### config.mk
export PLATFORM = sky130hd
export DESIGN_NAME = execute_stage_mdu
export DESIGN_NICKNAME = d
export VERILOG_FILES = /design/src/rtl/execute_stage_mdu.sv
export SDC_FILE = /design/constraint.sdc
export NUM_CORES = 2
export LEC_CHECK = 0
export CAP_MARGIN = 20
export CELL_PAD_IN_SITES_DETAIL_PLACEMENT = 0
export CELL_PAD_IN_SITES_GLOBAL_PLACEMENT = 1
export CORE_ASPECT_RATIO = 0.6
export CORE_MARGIN = 5
export CORE_UTILIZATION = 48
export CTS_CLUSTER_SIZE = 20
export DETAILED_ROUTE_END_ITERATION = 7
export PLACE_DENSITY_LB_ADDON = 0.1
export SYNTH_ARGS = -nofsm -noshare
export SYNTH_HDL_FRONTEND = slang
export SYNTH_SLANG_ARGS = --single-unit
### constraint.sdc
create_clock -name clk -period 10.15 [get_ports clk]
set_input_delay 2.03 -clock clk [delete_from_list [all_inputs] [get_ports clk]]
set_output_delay 2.03 -clock clk [all_outputs]
set_load 0.02 [all_outputs]
### src/rtl/execute_stage_mdu.sv
// RV32 EX stage: forwarding, ALU, branch/jump resolution and a
// multi-cycle RV32M unit that holds the pipeline through stallE.
module execute_stage_mdu #(
  parameter int XLEN       = 32,
  parameter int MUL_STAGES = 2,
  parameter bit ENABLE_M   = 1'b1
) (
  input  logic            clk,
  input  logic            rst,
  input  logic            validE,
  input  logic            flushE,
  input  logic [XLEN-1:0] pcE,
  input  logic [XLEN-1:0] rd1E,
  input  logic [XLEN-1:0] rd2E,
  input  logic [XLEN-1:0] extImmE,
  input  logic [3:0]      aluControlE,
  input  logic            aluSrcE,
  input  logic            mdEnE,
  input  logic [2:0]      mdOpE,
  input  logic            branchE,
  input  logic [2:0]      branchTypeE,
  input  logic            jumpE,
  input  logic            jalrE,
  input  logic [1:0]      forwardAE,
  input  logic [1:0]      forwardBE,
  input  logic [XLEN-1:0] aluResultM,
  input  logic [XLEN-1:0] resultW,
  output logic [XLEN-1:0] aluResultE,
  output logic [XLEN-1:0] writeDataE,
  output logic [XLEN-1:0] branchTargetE,
  output logic            branchTakenE,
  output logic            stallE
);

  localparam int SW = $clog2(XLEN);

  logic [XLEN-1:0] srcA;
  logic [XLEN-1:0] fwdB;
  logic [XLEN-1:0] srcB;
  logic [XLEN-1:0] alu_out;
  logic [XLEN-1:0] jsum;
  logic [XLEN-1:0] md_res;
  logic            md_stall;
  logic            md_done;
  logic            cond;

  always_comb begin
    unique case (forwardAE)
      2'b10:   srcA = aluResultM;
      2'b01:   srcA = resultW;
      default: srcA = rd1E;
    endcase
    unique case (forwardBE)
      2'b10:   fwdB = aluResultM;
      2'b01:   fwdB = resultW;
      default: fwdB = rd2E;
    endcase
  end

  assign srcB       = aluSrcE ? extImmE : fwdB;
  assign writeDataE = fwdB;

  always_comb begin
    alu_out = '0;
    unique case (aluControlE)
      4'd0:    alu_out = srcA + srcB;
      4'd1:    alu_out = srcA - srcB;
      4'd2:    alu_out = srcA & srcB;
      4'd3:    alu_out = srcA | srcB;
      4'd4:    alu_out = srcA ^ srcB;
      4'd5:    alu_out = {{(XLEN-1){1'b0}},
                          $signed(srcA) < $signed(srcB)};
      4'd6:    alu_out = {{(XLEN-1){1'b0}}, srcA < srcB};
      4'd7:    alu_out = srcA << srcB[SW-1:0];
      4'd8:    alu_out = srcA >> srcB[SW-1:0];
      4'd9:    alu_out = $signed(srcA) >>> srcB[SW-1:0];
      4'd10:   alu_out = srcB;
      default: alu_out = '0;
    endcase
  end

  // compares always use rs2, never the immediate
  always_comb begin
    unique case (branchTypeE)
      3'b000:  cond = srcA == fwdB;
      3'b001:  cond = srcA != fwdB;
      3'b100:  cond = $signed(srcA) < $signed(fwdB);
      3'b101:  cond = $signed(srcA) >= $signed(fwdB);
      3'b110:  cond = srcA < fwdB;
      3'b111:  cond = srcA >= fwdB;
      default: cond = 1'b0;
    endcase
  end

  assign jsum = srcA + extImmE;

  assign branchTargetE = jalrE
    ? (jsum & ~{{(XLEN-1){1'b0}}, 1'b1})
    : pcE + extImmE;

  assign branchTakenE = ~rst & validE & ~flushE &
    ((branchE & cond) | jumpE | jalrE);

  assign aluResultE = md_done ? md_res
    : (jumpE | jalrE) ? pcE + XLEN'(4)
    : alu_out;

  assign stallE = md_stall;

  if (ENABLE_M) begin : g_mdu
    localparam int CMAX = (XLEN > MUL_STAGES) ? XLEN : MUL_STAGES;
    localparam int CW   = $clog2(CMAX + 1);
    localparam logic [CW-1:0] MUL_LAST = CW'(MUL_STAGES - 1);
    localparam logic [CW-1:0] DIV_LAST = CW'(XLEN - 1);
    localparam logic [1:0] IDLE = 2'd0;
    localparam logic [1:0] MUL  = 2'd1;
    localparam logic [1:0] DIV  = 2'd2;
    localparam logic [1:0] DONE = 2'd3;
    localparam logic [XLEN-1:0] MIN_INT = {1'b1, {(XLEN-1){1'b0}}};

    logic [1:0]        state;
    logic [CW-1:0]     cnt;
    logic [2:0]        op;
    logic [XLEN-1:0]   opa;
    logic [XLEN-1:0]   opb;
    logic [XLEN-1:0]   rr;
    logic [XLEN-1:0]   res;
    logic              qneg;
    logic              rneg;
    logic              div_s;
    logic              a_neg;
    logic              b_neg;
    logic              div0;
    logic              ovf;
    logic              a_s;
    logic              b_s;
    logic [XLEN-1:0]   a_mag;
    logic [XLEN-1:0]   b_mag;
    logic [XLEN-1:0]   spec;
    logic [XLEN-1:0]   q_nx;
    logic [XLEN-1:0]   r_nx;
    logic [XLEN-1:0]   d_res;
    logic [XLEN-1:0]   mul_res;
    logic [XLEN:0]     r_sh;
    logic [XLEN:0]     diff;
    logic [2*XLEN-1:0] prod;

    assign div_s = ~mdOpE[0];
    assign a_neg = div_s & srcA[XLEN-1];
    assign b_neg = div_s & fwdB[XLEN-1];
    assign a_mag = a_neg ? -srcA : srcA;
    assign b_mag = b_neg ? -fwdB : fwdB;
    assign div0  = fwdB == '0;
    assign ovf   = div_s & (srcA == MIN_INT) & (fwdB == '1);
    assign spec  = div0
      ? (mdOpE[1] ? srcA : '1)
      : (mdOpE[1] ? '0 : MIN_INT);

    // opa doubles as the quotient shift register while dividing
    assign r_sh  = {rr, opa[XLEN-1]};
    assign diff  = r_sh - {1'b0, opb};
    assign r_nx  = diff[XLEN] ? r_sh[XLEN-1:0] : diff[XLEN-1:0];
    assign q_nx  = {opa[XLEN-2:0], ~diff[XLEN]};
    assign d_res = op[1]
      ? (rneg ? -r_nx : r_nx)
      : (qneg ? -q_nx : q_nx);

    assign a_s  = op[1:0] != 2'b11;
    assign b_s  = op[1:0] == 2'b01;
    assign prod = {{XLEN{a_s & opa[XLEN-1]}}, opa} *
                  {{XLEN{b_s & opb[XLEN-1]}}, opb};
    assign mul_res = (op[1:0] == 2'b00)
      ? prod[XLEN-1:0]
      : prod[2*XLEN-1:XLEN];

    always_ff @(posedge clk) begin
      if (rst) begin
        state <= IDLE;
        cnt   <= '0;
        op    <= '0;
        opa   <= '0;
        opb   <= '0;
        rr    <= '0;
        res   <= '0;
        qneg  <= 1'b0;
        rneg  <= 1'b0;
      end else if (flushE) begin
        state <= IDLE;
        cnt   <= '0;
      end else begin
        unique case (state)
          IDLE: begin
            if (validE & mdEnE) begin
              op  <= mdOpE;
              cnt <= '0;
              rr  <= '0;
              if (!mdOpE[2]) begin
                opa   <= srcA;
                opb   <= fwdB;
                state <= MUL;
              end else if (div0 | ovf) begin
                res   <= spec;
                state <= DONE;
              end else begin
                opa   <= a_mag;
                opb   <= b_mag;
                qneg  <= a_neg ^ b_neg;
                rneg  <= a_neg;
                state <= DIV;
              end
            end
          end
          MUL: begin
            if (cnt == MUL_LAST) begin
              res   <= mul_res;
              state <= DONE;
            end else begin
              cnt <= cnt + CW'(1);
            end
          end
          DIV: begin
            opa <= q_nx;
            rr  <= r_nx;
            if (cnt == DIV_LAST) begin
              res   <= d_res;
              state <= DONE;
            end else begin
              cnt <= cnt + CW'(1);
            end
          end
          DONE: state <= IDLE;
        endcase
      end
    end

    assign md_stall = ~rst & ~flushE &
      (((state == IDLE) & validE & mdEnE) |
       (state == MUL) | (state == DIV));
    assign md_done = state == DONE;
    assign md_res  = res;
  end else begin : g_nomdu
    assign md_stall = 1'b0;
    assign md_done  = 1'b0;
    assign md_res   = '0;
  end

endmodule
==> run metrics <==
Starting Density=48.16%; Final WS setup=-0.09460 ns; GRT busiest layer=met1; R2R Path Start=g_mdu.opb[18]; Slew Limit Fails=0; crit-path max FO=18; critical path startpoint category=input pin; Die Ht=293.6 um; Seq/Total Area, Yosys=about 4.4%; grt met2 use=a little over half; most common cell after layout, fill and taps aside=inv_1; # setup viols final=1; Worst slew margin=between 20% and 30%; routed vias/inst=a little over 6; DRC=0; CORE AREA=133600 um^2; Setup TNS Final=-0.09460 ns; FFs w/ async S/R, synth=0%; DRT antenna net count=0; Main synth FF type=dfxtp_1; Pwr Density=~70 nW/um^2; most frequent cells in the layout=inv_1, nand2_1, fa_1; total CTS buffers=17; fin crit share=100.9%; Die X=about 480 um; GPL Wtd Cong=between 1 and 1.5; failing checks=setup timing; Post-Syn Instances=approximately 8200; Max Buffers Root-to-Sink=2; number of synthesized flops with an enable pin=0; CP Launch Point=forwardBE[0]; syn_area_per_cell=slightly below 8 um^2; max capacitance violation total=0; hold_ws=about 0.5 ns; # IOs=313; pre-CTS setup slack=-0.3095 ns; hold path startpoint=g_mdu.res[10]; Hold Vio Cnt, Final=0; H-tree depth=4; Total GRT Usage=42.36%; HPWL after DPL=~260 mm; gr ovfl total=0; Setup Skew=approximately 0.016 ns; global-route wire length before repair=between 400 and 500 mm; port buffer count=about 310; CP arrival=8.21 ns; status=finished with violations; vias in the first global route=roughly 60000; root buffer cell=clkbuf_16; synthesized net count=10040; Tmin final=10.24 ns; share of layout cells above drive strength 1=8.292%; GR Util met3=between 20% and 30%; clock slew at reported path FFs=0.08 ns; Min-Delay Path Class=register to register; antenna violations before repair=17; CTS tree=built; nets=between 10000 and 15000; Mapped Area=between 60000 and 70000 um^2; die area=~140000 um^2; Placed Cells=between 10000 and 15000; Row Count=around 100; count of cell types in the netlist=roughly 110; DR vias=63320; final core utilization=approximately 54%; CP endpoint kind=output port; Max IR drop VDD=between 0.1 and 0.15 mV; r2r setup slk=0.22 ns; Yosys warning count=0; fmax=between 90 and 100 MHz; First-pass DRT Iterations=6; hold_buf cts=0; initial DRC count=~8400; CP Class=input pin to output port; Leak=33.02 nW; M1 GR Usage=approximately two thirds; non-filler cells, final=between 10000 and 15000; worst-margin pin slew=1.128 ns; WP data required=8.12 ns; final WL=slightly above 300 mm; Yosys reg bits=140; area grow syn2layout=12.68%; largest net degree at the start of global routing=approximately 80; routed wire length per instance=slightly below 30 um; RSZ-0062 raised after global routing=yes; worst skew pair latency=between 0.4 and 0.5 ns; CTS Sinks=140
## where the power goes
group	leakage, nW	internal, mW	switching (mW)
Combinational	31.6	1.29	2.46
Clock	0.302	0.417	0.306
Sequential	1.15	0.563	0.0704
Total	33.0	2.27	2.84
## synth_stat cells, types with 14 or more instances
library cell / count / area, um^2
inv_1: 1410 / 5293
nand2_1: 1248 / 4684
fa_1: 1130 / 22620
nor2_1: 536 / 2012
ha_1: 451 / 5643
a21oi_1: 439 / 2197
clkbuf_1: 403 / 1513
o21ai_0: 361 / 1807
and2_1: 253 / 1583
xnor2_1: 219 / 1918
dfxtp_1: 140 / 2803
a22oi_1: 108 / 810.8
a21o_1: 100 / 750.7
xor2_1: 99 / 867.1
a211oi_1: 87 / 653.1
mux2i_1: 81 / 810.8
nand3_1: 75 / 375.4
nor3_1: 69 / 345.3
a31oi_1: 56 / 350.3
and3_1: 54 / 337.8
buf_1: 52 / 195.2
o21ai_1: 51 / 255.2
o211ai_1: 50 / 375.4
buf_2: 41 / 205.2
o21a_1: 40 / 300.3
nand4_1: 39 / 244.0
o31ai_1: 36 / 270.3
nand2b_1: 35 / 219.0
nor2b_1: 33 / 206.5
or2_2: 33 / 206.5
or3_1: 33 / 206.5
a221oi_1: 32 / 280.3
nor4_1: 30 / 187.7
o21bai_1: 30 / 225.2
o22ai_1: 27 / 168.9
o221ai_1: 23 / 201.4
a221o_1: 22 / 220.2
a2111oi_0: 15 / 131.4
a211o_1: 15 / 131.4
o31a_1: 14 / 122.6
o41ai_1: 14 / 122.6
## worst max-delay path, cell delays in order
cell and delay [ns]:
clkdlybuf4s50_1 0.50, buf_4 0.12, ha_1 0.19, buf_12 0.17
buf_4 0.15, a221oi_1 0.09, buf_4 0.16, o31ai_4 0.40
buf_4 0.22, inv_2 0.04, buf_4 0.14, fa_1 0.41
nand2b_1 0.11, a21oi_1 0.07, o21bai_1 0.20, a221o_1 0.21
a21oi_1 0.10, o21ai_0 0.20, o31ai_1 0.12, xnor2_1 0.17
a221oi_1 0.78, o21ai_0 0.52, a221oi_1 0.40, a21oi_1 0.10
clkdlybuf4s50_1 0.59
## final timing paths
check,cells past startpoint,endpoint
setup / recovery,25,aluResultE[8]
hold / removal,1,g_mdu.res[10]
setup reg to reg,27,g_mdu.res[27]
hold reg to reg,1,g_mdu.res[10]
## area by class of cell
type / instances / area, um^2
Multi-Input combinational cell: 6173 / 54330
Clock buffer: 18 / 429.2
Fill cell: 12800 / 61120
Tap cell: 1802 / 2255
Sequential cell: 140 / 2835
Clock inverter: 14 / 209.0
Inverter: 1418 / 5325
Timing Repair Buffer: 812 / 7116
Antenna cell: 8 / 20.02
## registers in the layout (all words and copies together) (netlist names)
signal	count
g_mdu.cnt	6
g_mdu.op	2
g_mdu.opa	32
g_mdu.opb	32
g_mdu.qneg	1
g_mdu.res	32
g_mdu.rneg	1
g_mdu.rr	32
g_mdu.state	2
## through the flow
step,total power [mW],instance area (um^2)
finish,5.109,72520
global route,5.301,72510
CTS,4.909,72370
detailed placement,4.177,71710
global placement,4.184,71710
floorplan,2.536,64360
## repair_timing
| action | CTS | global route |
|---|---|---|
| setup endpoints to repair | 6 | 18 |
| buffers inserted | 0 | 0 |
| resized for setup | 8 | 27 |
| pin swaps | 1 | 3 |
## per-layer routing
metal	share of wire [%]	up-vias	routed length [um]
met1	45	31730	135300
met5	0.070	-	213
met4	2.6	20	7944
met3	16	432	49500
met2	36	4077	109500
li1	-	27060	-
## cell families after synthesis
family                   after synthesis  share of synthesized area, %
AND/OR/NAND/NOR                     2503                         17.41
buffers and inverters               1928                         11.47
AO/OA/AOI/OAI                       1675                         16.98
adder cells (fa/ha/maj)             1581                         43.92
XOR/XNOR                             318                         4.327
flip-flops                           140                         4.355
multiplexers                          96                         1.549
No activity file was read; power rests on OpenSTA's default activity.
